**src/rtl/game_of_life_vga_renderer.sv**
```systemverilog
// rtl/game_of_life_vga_renderer.sv - VGA raster renderer for the 16x16 Game of Life board
module game_of_life_vga_renderer #(
  parameter int PIX_DIV  = 4,
  parameter int H_ACTIVE = 640,
  parameter int H_FP     = 16,
  parameter int H_SYNC   = 96,
  parameter int H_BP     = 48,
  parameter int V_ACTIVE = 480,
  parameter int V_FP     = 10,
  parameter int V_SYNC   = 2,
  parameter int V_BP     = 33,
  parameter int CELL_PX  = 24,
  parameter int X0       = 128,
  parameter int Y0       = 48
) (
  input  logic         clk,
  input  logic         reset_n,
  input  logic [255:0] board_i,
  input  logic [3:0]   row_sel_i,
  input  logic         hl_en_i,
  output logic         vga_hsync_o,
  output logic         vga_vsync_o,
  output logic [3:0]   vga_r_o,
  output logic [3:0]   vga_g_o,
  output logic [3:0]   vga_b_o,
  output logic         frame_start_o
);

  localparam int H_TOTAL = H_ACTIVE + H_FP + H_SYNC + H_BP;
  localparam int V_TOTAL = V_ACTIVE + V_FP + V_SYNC + V_BP;
  localparam int DIV_W   = (PIX_DIV > 1) ? $clog2(PIX_DIV) : 1;

  localparam logic [DIV_W-1:0] DIV_MAX  = DIV_W'(PIX_DIV - 1);
  localparam logic [9:0]       H_MAX    = 10'(H_TOTAL - 1);
  localparam logic [9:0]       V_MAX    = 10'(V_TOTAL - 1);
  localparam logic [9:0]       H_ACT    = 10'(H_ACTIVE);
  localparam logic [9:0]       V_ACT    = 10'(V_ACTIVE);
  localparam logic [9:0]       HS_FIRST = 10'(H_ACTIVE + H_FP);
  localparam logic [9:0]       HS_LAST  = 10'(H_ACTIVE + H_FP + H_SYNC - 1);
  localparam logic [9:0]       VS_FIRST = 10'(V_ACTIVE + V_FP);
  localparam logic [9:0]       VS_LAST  = 10'(V_ACTIVE + V_FP + V_SYNC - 1);
  localparam logic [9:0]       BX0      = 10'(X0);
  localparam logic [9:0]       BX1      = 10'(X0 + 16 * CELL_PX);
  localparam logic [9:0]       BY0      = 10'(Y0);
  localparam logic [9:0]       BY1      = 10'(Y0 + 16 * CELL_PX);
  localparam logic [5:0]       SUB_MAX  = 6'(CELL_PX - 1);

  logic [DIV_W-1:0] r_div;
  logic [9:0]       r_h_cnt, r_v_cnt;
  logic [5:0]       r_x_sub, r_y_sub;
  logic [3:0]       r_x_cell, r_y_cell;
  logic [255:0]     r_shadow;
  logic [3:0]       r_row_sel;
  logic             r_hl_en;
  logic             r_s1_vis, r_s1_grid, r_s1_hs, r_s1_vs;
  logic [7:0]       r_s1_idx;
  logic [3:0]       r_s1_row;
  logic [11:0]      r_rgb;
  logic             r_hs, r_vs, r_frame_start;

  logic             w_tick, w_h_wrap, w_snap, w_active, w_in_board, w_hs_raw, w_vs_raw;
  logic [9:0]       w_h_next, w_v_next;
  logic [11:0]      w_rgb;

  assign w_tick     = (r_div == DIV_MAX);
  assign w_h_wrap   = (r_h_cnt == H_MAX);
  assign w_h_next   = w_h_wrap ? 10'd0 : r_h_cnt + 10'd1;
  assign w_v_next   = !w_h_wrap ? r_v_cnt : ((r_v_cnt == V_MAX) ? 10'd0 : r_v_cnt + 10'd1);
  assign w_snap     = w_tick && (r_h_cnt == 10'd0) && (r_v_cnt == V_ACT);
  assign w_active   = (r_h_cnt < H_ACT) && (r_v_cnt < V_ACT);
  assign w_in_board = (r_h_cnt >= BX0) && (r_h_cnt < BX1) && (r_v_cnt >= BY0) && (r_v_cnt < BY1);
  assign w_hs_raw   = !((r_h_cnt >= HS_FIRST) && (r_h_cnt <= HS_LAST));
  assign w_vs_raw   = !((r_v_cnt >= VS_FIRST) && (r_v_cnt <= VS_LAST));

  // Pixel clock enable: one tick every PIX_DIV clocks
  always_ff @(posedge clk) begin
    if (!reset_n)    r_div <= '0;
    else if (w_tick) r_div <= '0;
    else             r_div <= r_div + 1'b1;
  end

  // Raster counters
  always_ff @(posedge clk) begin
    if (!reset_n) begin
      r_h_cnt <= 10'd0;
      r_v_cnt <= 10'd0;
    end else if (w_tick) begin
      r_h_cnt <= w_h_next;
      r_v_cnt <= w_v_next;
    end
  end

  // Cell sub-counters track position inside the board so no divider is needed;
  // they restart whenever the raster is about to enter the board edge
  always_ff @(posedge clk) begin
    if (!reset_n) begin
      r_x_sub  <= 6'd0;
      r_x_cell <= 4'd0;
      r_y_sub  <= 6'd0;
      r_y_cell <= 4'd0;
    end else if (w_tick) begin
      if (w_h_next == BX0) begin
        r_x_sub  <= 6'd0;
        r_x_cell <= 4'd0;
      end else if (r_x_sub == SUB_MAX) begin
        r_x_sub  <= 6'd0;
        r_x_cell <= r_x_cell + 4'd1;
      end else begin
        r_x_sub  <= r_x_sub + 6'd1;
      end
      if (w_h_wrap) begin
        if (w_v_next == BY0) begin
          r_y_sub  <= 6'd0;
          r_y_cell <= 4'd0;
        end else if (r_y_sub == SUB_MAX) begin
          r_y_sub  <= 6'd0;
          r_y_cell <= r_y_cell + 4'd1;
        end else begin
          r_y_sub  <= r_y_sub + 6'd1;
        end
      end
    end
  end

  // Frame snapshot of board and highlight controls, taken at the start of vertical blanking
  always_ff @(posedge clk) begin
    if (!reset_n) begin
      r_shadow      <= '0;
      r_row_sel     <= 4'd0;
      r_hl_en       <= 1'b0;
      r_frame_start <= 1'b0;
    end else begin
      r_frame_start <= w_snap;
      if (w_snap) begin
        r_shadow  <= board_i;
        r_row_sel <= row_sel_i;
        r_hl_en   <= hl_en_i;
      end
    end
  end

  // Stage 1: region, grid flag and board bit index; bit 15 of a row is the leftmost cell
  always_ff @(posedge clk) begin
    if (!reset_n) begin
      r_s1_vis  <= 1'b0;
      r_s1_grid <= 1'b0;
      r_s1_idx  <= 8'd0;
      r_s1_row  <= 4'd0;
      r_s1_hs   <= 1'b1;
      r_s1_vs   <= 1'b1;
    end else if (w_tick) begin
      r_s1_vis  <= w_active && w_in_board;
      r_s1_grid <= (r_x_sub == 6'd0) || (r_y_sub == 6'd0);
      r_s1_idx  <= {r_y_cell, ~r_x_cell};
      r_s1_row  <= r_y_cell;
      r_s1_hs   <= w_hs_raw;
      r_s1_vs   <= w_vs_raw;
    end
  end

  // Colour priority: outside -> black, grid -> grey, alive -> green, highlighted dead -> blue
  always_comb begin
    w_rgb = 12'h000;
    if (r_s1_vis) begin
      if (r_s1_grid)                              w_rgb = 12'h444;
      else if (r_shadow[r_s1_idx])                w_rgb = 12'h0F0;
      else if (r_hl_en && (r_s1_row == r_row_sel)) w_rgb = 12'h008;
    end
  end

  // Stage 2: registered colour and syncs, aligned with each other
  always_ff @(posedge clk) begin
    if (!reset_n) begin
      r_rgb <= 12'h000;
      r_hs  <= 1'b1;
      r_vs  <= 1'b1;
    end else if (w_tick) begin
      r_rgb <= w_rgb;
      r_hs  <= r_s1_hs;
      r_vs  <= r_s1_vs;
    end
  end

  assign vga_r_o       = r_rgb[11:8];
  assign vga_g_o       = r_rgb[7:4];
  assign vga_b_o       = r_rgb[3:0];
  assign vga_hsync_o   = r_hs;
  assign vga_vsync_o   = r_vs;
  assign frame_start_o = r_frame_start;

endmodule

```
**config.mk**
```make
export PLATFORM = sky130hd
export DESIGN_NAME = game_of_life_vga_renderer
export DESIGN_NICKNAME = d
export VERILOG_FILES = /design/src/rtl/game_of_life_vga_renderer.sv
export SDC_FILE = /design/constraint.sdc
export NUM_CORES = 1
export LEC_CHECK = 0
export BUFFER_PORTS_ARGS = -buffer_cell sky130_fd_sc_hd__buf_2
export CAP_MARGIN = 20
export CELL_PAD_IN_SITES_DETAIL_PLACEMENT = 1
export CELL_PAD_IN_SITES_GLOBAL_PLACEMENT = 2
export CORE_MARGIN = 2
export CORE_UTILIZATION = 33
export CTS_CLUSTER_DIAMETER = 50
export CTS_CLUSTER_SIZE = 30
export DETAILED_ROUTE_END_ITERATION = 8
export HOLD_SLACK_MARGIN = 0.03
export PLACE_DENSITY = 0.8
export SETUP_SLACK_MARGIN = 0.2
export SLEW_MARGIN = 5
export SYNTH_ARGS = -nofsm -noshare
export SYNTH_HDL_FRONTEND = slang
export SYNTH_SLANG_ARGS = --single-unit
export TNS_END_PERCENT = 1
```
**constraint.sdc**
```tcl
create_clock -name clk -period 2.65 [get_ports clk]
set_input_delay 0.265 -clock clk [delete_from_list [all_inputs] [get_ports clk]]
set_output_delay 0.265 -clock clk [all_outputs]
set_load 0.02 [all_outputs]
```
# Yosys cells after proc, flatten, opt, wreduce, memory -nomap -nowiden
# Cells that the tools add are included.
# word_totals
reg_bits	334
latch_bits	0
ramBits	0
rom_bits	0
input_bits	263
output_inout_bits	15
elab_cells	88
n_memories	0
# op_classes
add_sub_neg	7
n_mul	0
n_div	0
magnitude_cmp	11
n_eq_ne	9
n_shift	0
n_mux	17
bitwise_logic	2
n_reduce_logical	22
# op_table
op	n
two-way mux 10 bit	3
two-way mux 6 bit	4
two-way mux 11 bit	2
adder 10 x 1 -> 10 bit (second input constant)	2
equality test 10 bit (second input constant)	2
less-than comparator 10 bit (second input constant)	2
less-than comparator 10 x 9 -> 1 bit (second input constant)	2
two-way mux 4 bit	5
adder 6 x 1 -> 6 bit (second input constant)	2
equality test 6 x 5 -> 1 bit (second input constant)	2
zero test 6 bit	2
equality test 10 x 6 -> 1 bit (second input constant)	1
equality test 10 x 8 -> 1 bit (second input constant)	1
equality test 10 x 9 -> 1 bit (second input constant)	1
greater-or-equal comparator 10 bit (second input constant)	1
greater-or-equal comparator 10 x 6 -> 1 bit (second input constant)	1
greater-or-equal comparator 10 x 8 -> 1 bit (second input constant)	1
greater-or-equal comparator 10 x 9 -> 1 bit (second input constant)	1
<= comparator 10 bit (second input constant)	1
<= comparator 10 x 9 -> 1 bit (second input constant)	1
logical AND 1 bit	10
zero test 10 bit	1
less-than comparator 8 x 9 -> 1 bit (second input constant)	1
adder 4 x 1 -> 4 bit (second input constant)	2
14 further kinds	17

# Depth between registers and ports, before layout
# Gate-level depths: netlist of the first run.
# logic_depth
depth_word	6
mapped_depth	11
mapped_depth_nobuf	9

# Least setup slack after synthesis of the first run
# Ideal clock, no wire load.
# synth_timing
path_type	flip-flop to flip-flop
start	register r_s1_idx[0]
end	register r_rgb[7]
setup_time_ns	0.124
arrival_ns	2.296
t_required_ns	2.526
path_slack_ns	0.230
stages_incl_launch_ff	10
path_buffers	3
synth_period_minus_slack_ns	2.420
cell_sequence	dfxtp_1 buf_2 buf_2 buf_4 mux4_2 a22oi_1 a21oi_1 o311a_1 nor3_1 o31ai_1
# synth_between
elab_chain_cells	5
# synth_rtl
item	line_no	rtl
from (decl)	56	logic [7:0] r_s1_idx;
from (signal assigned)	154	r_s1_idx <= {r_y_cell, ~r_x_cell};
binary-select mux 1 bit (select 8 bit)	166	else if (r_shadow[r_s1_idx]) w_rgb = 12'h0F0;
two-way mux 1 bit (not written as such)	166	
two-way mux 8 bit	166	
two-way mux 11 bit	165	if (r_s1_grid) w_rgb = 12'h444;
two-way mux 11 bit	164	if (r_s1_vis) begin
to (signal assigned)	178	r_rgb <= w_rgb;
to (decl)	58	logic [11:0] r_rgb;
# Every way passes these cells. The select of a mux whose other input is x is not followed.
# A chain may end at the register's enable or synchronous reset.

# Worst setup path after layout of the first run
# layout_timing
start	register r_s1_idx[0]
end	register r_rgb[6]
# Same word-level chain as after synthesis.

==> results of run 1 <==
## worst paths after layout
kind               start     endpoint  slack, ns  depth (start not counted)
min reg2reg     r_div[0]     r_div[0]       0.43                          1
min           board_i[7]  r_shadow[7]       0.04                          3
max reg2reg  r_s1_idx[0]     r_rgb[6]       0.15                          9
max          r_s1_idx[0]     r_rgb[6]       0.15                          9
## metal layers
layer	vias up	track usage [%]	wire length, um	share of wire [%]
met3	101	3.59	1890	3.7
met1	6792	29.2	23200	45
met4	4	7.41	1590	3.1
met2	292	38.5	24700	48
met5	-	0	21	0.041
li1	6792	-	-	-
## cell type report
class,instances,area share (%)
Timing Repair Buffer,588,22.6
Clock buffer,44,5.11
Inverter,18,0.367
Clock inverter,29,1.83
Sequential cell,322,31.6
Multi-Input combinational cell,1219,35.1
Antenna cell,4,0.0489
Tap cell,546,3.34
## power by group
part	total (uW)	switching (uW)	internal (uW)
sequential	4870	16.8	4850
clock	5800	2420	3380
combinational	902	382	521
total	11600	2820	8750
## cell usage in the layout (no fill, tap or decap), drive strengths merged, types with 4 or more instances in the layout
cell and count:
buf 340, dfxtp 322, nor2b 11, nand3 33, xor2 12, a21oi 293
mux2i 13, conb 5, clkbuf 44, xnor2 10, mux4 66, nor2 35
clkinv 11, nand4 18, or3 6, a311oi 5, o21ai 15, bufinv 4
ha 12, a22oi 19, and3 4, a31oi 5, nor4 11, nand2 571
nor3 18, and2 7, inv 31, dlygate4sd3 248, nand4b 4, diode 4
## worst max-delay path: stages, from the launching register on
cell	delay, ns
dfxtp_4	0.40
buf_12	0.13
buf_12	0.13
mux4_2	0.53
a22oi_1	0.21
nand2_1	0.07
o2bb2ai_1	0.12
o311a_1	0.40
nor4_2	0.27
o21ai_0	0.10
## metrics by stage
step | utilization, % | power, uW | hold slack (ns)
floorplan | - | 5230 | 0.404
global placement | 38.2 | 5530 | 0.417
detailed placement | 38.2 | 5540 | 0.422
CTS | 47.5 | 11700 | 0.0323
global route | 47.8 | 12000 | 0.0338
finish | 47.8 | 11600 | 0.0373
## logic make-up after synthesis
| kind of cell | count (synthesis) | synth area share, % |
|---|---|---|
| AO/OA/AOI/OAI | 365 | 14.0 |
| XOR/XNOR | 22 | 1.35 |
| adder cells (fa/ha/maj) | 12 | 1.06 |
| buffers and inverters | 164 | 4.98 |
| flip-flops | 322 | 45.3 |
| multiplexers | 81 | 11.5 |
| other | 1 | 0.0264 |
| AND/OR/NAND/NOR | 734 | 21.7 |
## what timing repair did
item,4_1_cts,5_1_grt
setup endpoints to repair,16,243
hold endpoints to repair,247,1
gates cloned,1,0
hold buffers,247,1
setup buffers,5,3
pin swaps,3,3
gates resized for setup,5,19
## state kept, by name (all words and copies together) (netlist names), 2 cells and up
signal	count
r_div	2
r_h_cnt	10
r_row_sel	4
r_s1_idx	8
r_x_sub	6
r_rgb	4
r_v_cnt	10
r_y_cell	4
r_shadow	256
r_x_cell	4
r_y_sub	6
==> metrics, run 1 <==
flop and latch count out of synthesis=322; via-per-instance ratio=5.05; share of the synthesized area in the top cell type=45.3%; leading register cell type out of synthesis=dfxtp_1; number of distinct library cells after synthesis=63; DPL Wire Length=33.9 mm; top-count cell post-synth=nand2_1; Port Buffers=272; critical path data arrival time=2.91 ns; worst-case headroom to the max-slew limit=55.6%; top cells by instance count after synthesis=nand2_1, dfxtp_1, a21oi_1; clock slew at reported path FFs=roughly 0.06 ns; top post-synthesis cells by area=dfxtp_1, nand2_1, mux4_2; Final WS setup=0.148 ns; setup slack after placement=-0.196 ns; overflow left after global routing=0; average routed wire per standard cell=18.5 um; source-to-sink clock delay at the later pin of the worst-skew pair=0.55 ns; biggest area consumer among synthesized cells=dfxtp_1; fraction of layout instances using a drive strength above 1=23.1%; core region area=42800 sq um; mapped cell area=14200 sq um; required time of the critical path=3.06 ns; initial cell density of the core=33.2%; CTS tree=done; Final GP Congestion=0.816; standard cell area after detailed placement=16300 sq um; buffer depth of the longest clock path=3; number of nets still failing antenna checks after routing=0; Syn Area/Cell=8.36 sq um; post-route cell area=around 20000 sq um; Synthesis Warnings=0; max-slew violation total from the final report=0; Setup violations, final=0; Tot GR Track Use=about 23%; number of antenna violations at the first check in global routing=4; count of flip-flops with a built-in enable after synthesis=0; Worst Setup End Kind=register; VDD IR-drop max=roughly 0.00033 V; Inserted Clock Buffers=40; final-stage net count=2464; number of failing hold endpoints at the final stage=0; non-filler instance count after layout=around 2800; maximum number of pins on one net before global-route repair=89; fraction of synthesis flops using an asynchronous set or reset pin=0%; cell chosen for the clock root=clkbuf_16; number of placement rows=76; area taken by multi-input logic gates=7180 sq um; via count of the first global-routing pass=14748; Top Ports=278; Final Critical Period=2.50 ns; highest fanout seen on the critical path=9; global-route wire length before repair=~79 mm; number of maximum-capacitance violations=0; status=finished clean; synthesis-to-finish area growth=43.8%; Syn Inst Count=1701; startpoint type of the worst setup path=register; period utilisation layout=94.4%; Placed Instances=2436; number of fill cells in the layout=slightly above 5000; total power per unit cell area=566 nW/um^2; transition time at the pin with the least slew margin=0.665 ns; final-layout setup total negative slack=0 ns; setup repair after global routing missed its margin=yes; Fin Clk Skew=0.0293 ns; number of iterations in the first detailed-routing pass=5; number of H-tree levels=2; routed wire length=51.4 mm; drc violations=0; number of violations reported at the end of detailed-routing iteration 0=680; die area=44800 sq um; fraction of the yosys area taken by sequential cells=approximately 45%; cell leakage power=between 0.007 and 0.008 uW; die height=212 um; vias post-DR=~14000; Seq. cell area=~6500 sq um; horizontal extent of the die=212 um; worst min-delay path class=primary input to register; class of the most critical setup path=register to register; clk sink count=322; max frequency=0.400 GHz
Power figures use the tool's default switching activity.
==> run 2, diff against run 1 <==
- CORE_UTILIZATION: 33 -> 34
- CTS_BUF_LIST: unset -> sky130_fd_sc_hd__clkbuf_4
- PLACE_DENSITY: 0.8 -> 0.82
==> run 2 against run 1 <==
Core utilization grew 0.23 points. Total power shrank 21%. Non-clock buffer count rose by 15. Sequential share of layout area up 1.1 points. Cell count fell by 0.29%. Critical endpoint is now r_rgb[3]. Final area down 3.5%. Critical path depth stayed put. Clock power is 43% lower. Sequential power hardly changed. Flip-flop and latch count unchanged. Register-to-register slack worse by 0.02 ns. Via count up 1.6%.
==> metrics, run 2 (synthesized netlist as in run 1, its figures left out) <==
most frequent standard cell in the layout excluding fill and tap cells=nand2_1; Largest register FFs=256; average routed wire per standard cell=between 15 and 20 um; Fin Clk Skew=0.0744 ns; via count of the first global-routing pass=around 15000; number of antenna violations at the first check in global routing=4; highest fanout seen on the critical path=8; vias post-DR=14206; buffer depth of the longest clock path=3; number of iterations in the first detailed-routing pass=4; number of fill cells in the layout=4887; Tot GR Track Use=between 20% and 30%; Most flops, register=r_shadow; Post-Route Utilization=48.0%; final-stage net count=roughly 2500; DPL Wire Length=33.7 mm; number of maximum-capacitance violations=0; Final Critical Period=2.52 ns; most used cells in the layout excluding fill and tap cells=nand2_1, dfxtp_1, a21oi_1; number of failing hold endpoints at the final stage=0; via-per-instance ratio=roughly 5.1; fraction of layout instances using a drive strength above 1=about 23%; overflow left after global routing=0; initial cell density of the core=34.6%; Port Buffers=272; core region area=41100 sq um; number of violations reported at the end of detailed-routing iteration 0=661; class of the most critical setup path=register to register; setup repair after global routing missed its margin=yes; area taken by multi-input logic gates=7210 sq um; die height=209 um; Fin Hold WS=0.328 ns; number of placement rows=between 70 and 80; max-slew violation total from the final report=0; synthesis-to-finish area growth=38.8%; cell chosen for the clock root=clkbuf_4; Final WS setup=~0.13 ns; startpoint type of the worst setup path=register; required time of the critical path=3.26 ns; die area=about 43000 sq um; setup slack, reg-to-reg=0.13 ns; drc violations=0; transition time at the pin with the least slew margin=0.798 ns; Seq. cell area=6450 sq um; Top Ports=278; number of H-tree levels=2; VDD IR-drop max=0.000219 V; Setup violations, final=0; critical path data arrival time=3.12 ns; worst-case headroom to the max-slew limit=46.7%; worst min-delay path class=primary input to register; total power per unit cell area=about 460 nW/um^2; maximum number of pins on one net before global-route repair=between 100 and 150; source-to-sink clock delay at the later pin of the worst-skew pair=0.71 ns; status=finished clean; clock slew at reported path FFs=0.15 ns; Final GP Congestion=0.797; Worst Setup End Kind=register; registers with the highest flip-flop counts=r_shadow: 256 flops, r_h_cnt: 10 flops, r_v_cnt: 10 flops; cell leakage power=0.00709 uW; horizontal extent of the die=209 um; number of nets still failing antenna checks after routing=0; routed wire length=51.6 mm; setup slack after placement=-0.143 ns; CTS tree=done; Inserted Clock Buffers=37; max frequency=0.397 GHz; period utilisation layout=95.1%; clk sink count=322; global-route wire length before repair=82.4 mm
==> run 2: cell count changes in the layout (fill, tap and decap cells not counted), moves of 3 or more <==
| cell | before | now |
|---|---|---|
| clkinv_1 | 0 | 4 |
| clkbuf_4 | 0 | 40 |
| buf_4 | 47 | 53 |
| clkbuf_16 | 40 | 0 |
| inv_8 | 8 | 2 |
| dlygate4sd3_1 | 248 | 262 |
| buf_12 | 19 | 14 |
| bufinv_16 | 4 | 7 |
| clkbuf_8 | 3 | 0 |
| clkinv_8 | 4 | 0 |
| clkinvlp_4 | 1 | 5 |
| clkinv_4 | 4 | 0 |
==> run 2: final timing paths <==
path                 from       endpoint  cells after the start
min reg2reg      r_div[0]       r_div[0]                      1
max           r_s1_idx[0]       r_rgb[3]                      9
max reg2reg   r_s1_idx[0]       r_rgb[3]                      9
min          board_i[135]  r_shadow[135]                      4
==> run 2: through the flow <==
stage                     area, sq um  total power, uW  setup TNS, ns  instances
after detailed placement        16300             5550         -0.384       2423
after global placement          16300             5540         -0.432       2423
after CTS                       19700             9180              0       2757
after global routing            19700             9460         -0.133       2762
final                           19700             9090              0       2762
after floorplan                 14200             5230              0       1705
==> run 2: final cells by class <==
cell class	count	area share, %
inverters	18	0.380
well taps	532	3.37
clock inverters	25	1.67
repair buffers	603	23.8
multi-input cells	1219	36.5
flip-flops and latches	322	32.7
clock buffers	40	1.52
diodes	3	0.0380
==> run 2: where the power goes <==
group          internal, uW  leakage [uW]  switching, uW
Clock                  1480      0.000330           1820
Sequential             4850       0.00260           18.3
Combinational           523       0.00416            388
==> run 2: layer usage <==
metal	track usage (%)	wire, um
met3	3.38	2230
met1	30.1	22400
met4	8.50	1710
met2	40.6	25300
met5	0	0
==> run 2: timing repair <==
action	in CTS	in global routing
setup endpoints to repair	51	274
pin swaps	9	2
hold endpoints to repair	268	0
gates cloned	1	0
buffers inserted	6	2
hold buffers	262	0
gates resized for setup	12	15
==> run 2: critical path: stages, from the launching register on <==
cell	delay, ns
dfxtp_4	0.45
buf_12	0.15
mux4_2	0.50
a22oi_2	0.19
a311oi_2	0.13
o41ai_2	0.44
buf_4	0.18
a21oi_2	0.07
nor3_2	0.16
a22o_1	0.16
==> run 3, diff against run 2 <==
- ABC_AREA: unset -> 1
- CORE_UTILIZATION: 34 -> 28
- PLACE_DENSITY: 0.82 -> 0.76
- clock period: 2.65 -> 2 ns (I/O delays scaled with it)
==> run 3 against run 2 <==
The run now ends with setup timing left. Clock power is 47% higher. Non-clock buffer count rose by 77. Register-to-register slack worse by 0.25 ns. Critical endpoint is now r_shadow[35].
==> metrics, run 3 <==
Critical Path Most Common Cell=inv_2; worst reg2reg path depth=11; number of iterations in the first detailed-routing pass=5; synthesis-to-finish area growth=43.8%; Tot GR Track Use=between 20% and 30%; standard cell area after detailed placement=~18000 sq um; max-slew violation total from the final report=0; logic gate share of total power=around an eighth; largest stage delay on the critical path=0.35 ns; overflow left after global routing=0; transition time at the pin with the least slew margin=0.711 ns; fraction of layout instances using a drive strength above 1=21.3%; most frequent standard cell in the layout excluding fill and tap cells=nor2_1; maximum number of pins on one net before global-route repair=170; DPL Wire Length=39.9 mm; total power per unit cell area=604 nW/um^2; number of failing hold endpoints at the final stage=0; fraction of the mapped netlist area in compound gates=11.5%; internal power of the cells=a little over 9000 uW; number of placement rows=between 80 and 90; cell chosen for the clock root=clkbuf_4; clock slew at reported path FFs=approximately 0.13 ns; Inserted Clock Buffers=44; Fin Clk Skew=0.0655 ns; period utilisation layout=106%; largest family of logic cells by synthesized area=simple AND/OR/NAND/NOR gates; max frequency=0.471 GHz; count of flip-flops with a built-in enable after synthesis=0; cell type of the slowest stage on the worst timing path=dfxtp_2; adder-cell area share of the yosys netlist=1.01%; Largest register FFs=256; CTS tree=done; die height=235 um; Sequential Power Share=49.9%; fraction of the yosys area taken by sequential cells=a little over two fifths; Most flops, register=r_shadow; registers with the highest flip-flop counts=r_shadow: 256 flops, r_h_cnt: 10 flops, r_v_cnt: 10 flops; number of nets still failing antenna checks after routing=0; Top Ports=278; Final GP Congestion=0.869; share of the synthesized area in the top cell type=around 43%; Synth Area in Simple Gates=36.2%; buffer depth of the longest clock path=3; worst min-delay path class=primary input to register; Synthesis Warnings=0; worst-case headroom to the max-slew limit=52.6%; violations in the final reports=setup timing; VDD IR-drop max=0.000297 V; highest fanout seen on the critical path=65; post-route cell area=21400 sq um; leading register cell type out of synthesis=dfxtp_1; biggest area consumer among synthesized cells=dfxtp_1; final-stage net count=around 3000; total power of the final layout=roughly 13000 uW; Syn Area/Cell=about 7 sq um; drc violations=0; number of maximum-capacitance violations=0; switching pwr=3740 uW; fraction of synthesized area in multiplexers=0%; setup repair after global routing missed its margin=yes; number of antenna violations at the first check in global routing=5; number of distinct library cells after synthesis=48; via-per-instance ratio=4.84; Fin Hold WS=0.112 ns; class of the most critical setup path=register to register; top post-synthesis cells by area=dfxtp_1, nor2_1, nand3_1; top cells by instance count after synthesis=nor2_1, nand2_1, dfxtp_1; horizontal extent of the die=about 230 um; number of H-tree levels=2; source-to-sink clock delay at the later pin of the worst-skew pair=about 0.84 ns; top-count cell post-synth=nor2_1; die area=55000 sq um; number of violations reported at the end of detailed-routing iteration 0=856; setup slack after placement=-0.228 ns; final-layout setup total negative slack=-11.79 ns; vias post-DR=16852; Final Critical Period=2.12 ns; mapped cell area=14900 sq um; core region area=52600 sq um; Final WS setup=-0.123 ns; critical path data arrival time=2.82 ns; routed wire length=approximately 63 mm; fraction of synthesis flops using an asynchronous set or reset pin=0%; Cell Chain, Critical Path=buf_4 > inv_2 > ha_1 > inv_2 > nor3_2 > nand4_1 > nor4_4 > buf_6 > buf_16 > o21ai_0 > nor2_1; startpoint type of the worst setup path=register; most used cells in the layout excluding fill and tap cells=nor2_1, nand2_1, dfxtp_1; global-route wire length before repair=98.1 mm; Sw Share=28.9%; proportion of power drawn by the clock network=a little under two fifths; required time of the critical path=2.70 ns; Worst Setup End Kind=register; clk sink count=322; via count of the first global-routing pass=17855; flop and latch count out of synthesis=322; WHS Path Cells=4; synthesized-area fraction occupied by xor and xnor cells=0.588%; Syn Inst Count=roughly 2200; average routed wire per standard cell=18.0 um; status=complete, but fails checks; initial cell density of the core=28.3%; cell leakage power=0.00946 uW; Setup violations, final=220; Port Buffers=272
==> run 3: cell count changes after synthesis, moves of 19 or more <==
| cell | previous run | this run |
|---|---|---|
| a21oi_1 | 293 | 17 |
| a22oi_1 | 19 | 0 |
| buf_6 | 2 | 21 |
| inv_1 | 17 | 66 |
| mux4_2 | 66 | 0 |
| nand2_1 | 571 | 366 |
| nand3_1 | 33 | 285 |
| nor2_1 | 35 | 562 |
| o21ai_0 | 14 | 214 |
| o21ai_1 | 0 | 57 |
| o22ai_1 | 3 | 24 |
==> run 3: worst max-delay path, delay by kind of cell, from the launching register on <==
kind	cells	cell delay, ns
compound gates	1	0.12
fa+ha+maj	1	0.16
buf+inv	5	0.67
flops	1	0.35
simple gates	4	0.70
==> run 3: timing repair <==
action	in CTS	in global routing
setup endpoints to repair	292	302
endpoints found under the hold margin	304	0
hold buffers	262	0
gates resized for setup	46	39
gates cloned	1	0
pin swaps	39	35
buffers inserted	4	1
==> run 3: layer usage <==
layer  share of wire [%]  vias up  GRT usage, %
met1                  46     8124          28.9
met5                   0        -             0
met3                 3.3      105          2.88
li1                    -     8297             -
met2                  48      326          39.1
met4                 2.8        0          7.96
==> run 3: power groups by stage <==
stage               sequential, uW  combinational (uW)  clock, uW
floorplan                     6580                 507          0
global placement              6590                1150          0
detailed placement            6590                1160          0
CTS                           6450                1570       5080
global route                  6450                1740       5320
finish                        6450                1610       4860
==> run 3: per-stage QoR <==
step	util, %	instances
detailed placement	33.7	3128
finish	40.7	3484
global placement	33.7	3128
CTS	40.5	3477
global route	40.7	3484
floorplan	-	2186
==> run 3: kinds of logic after synthesis <==
| group | count (synthesis) |
|---|---|
| fa+ha+maj | 12 |
| compound gates | 327 |
| other cells | 1 |
| flops | 322 |
| buf+inv | 233 |
| simple gates | 1277 |
| xor+xnor | 10 |
==> run 3: final timing paths <==
| path | startpoint | end | slack, ns |
|---|---|---|---|
| worst max-delay path | r_h_cnt[0] | r_shadow[35] | -0.12 |
| worst min-delay path | board_i[154] | r_shadow[154] | 0.11 |
| worst max register to register | r_h_cnt[0] | r_shadow[35] | -0.12 |
| worst min register to register | r_div[0] | r_div[0] | 0.44 |
==> run 3: cell type report <==
| type | instances | area [sq um] |
|---|---|---|
| antenna | 6 | 15.0 |
| clock buffer | 46 | 345 |
| clock inverter | 36 | 388 |
| fill | 6649 | 31100 |
| inverter | 75 | 289 |
| multi-input combinational | 1631 | 7570 |
| sequential | 322 | 6470 |
| tap | 688 | 861 |
| timing repair buffer | 680 | 5470 |
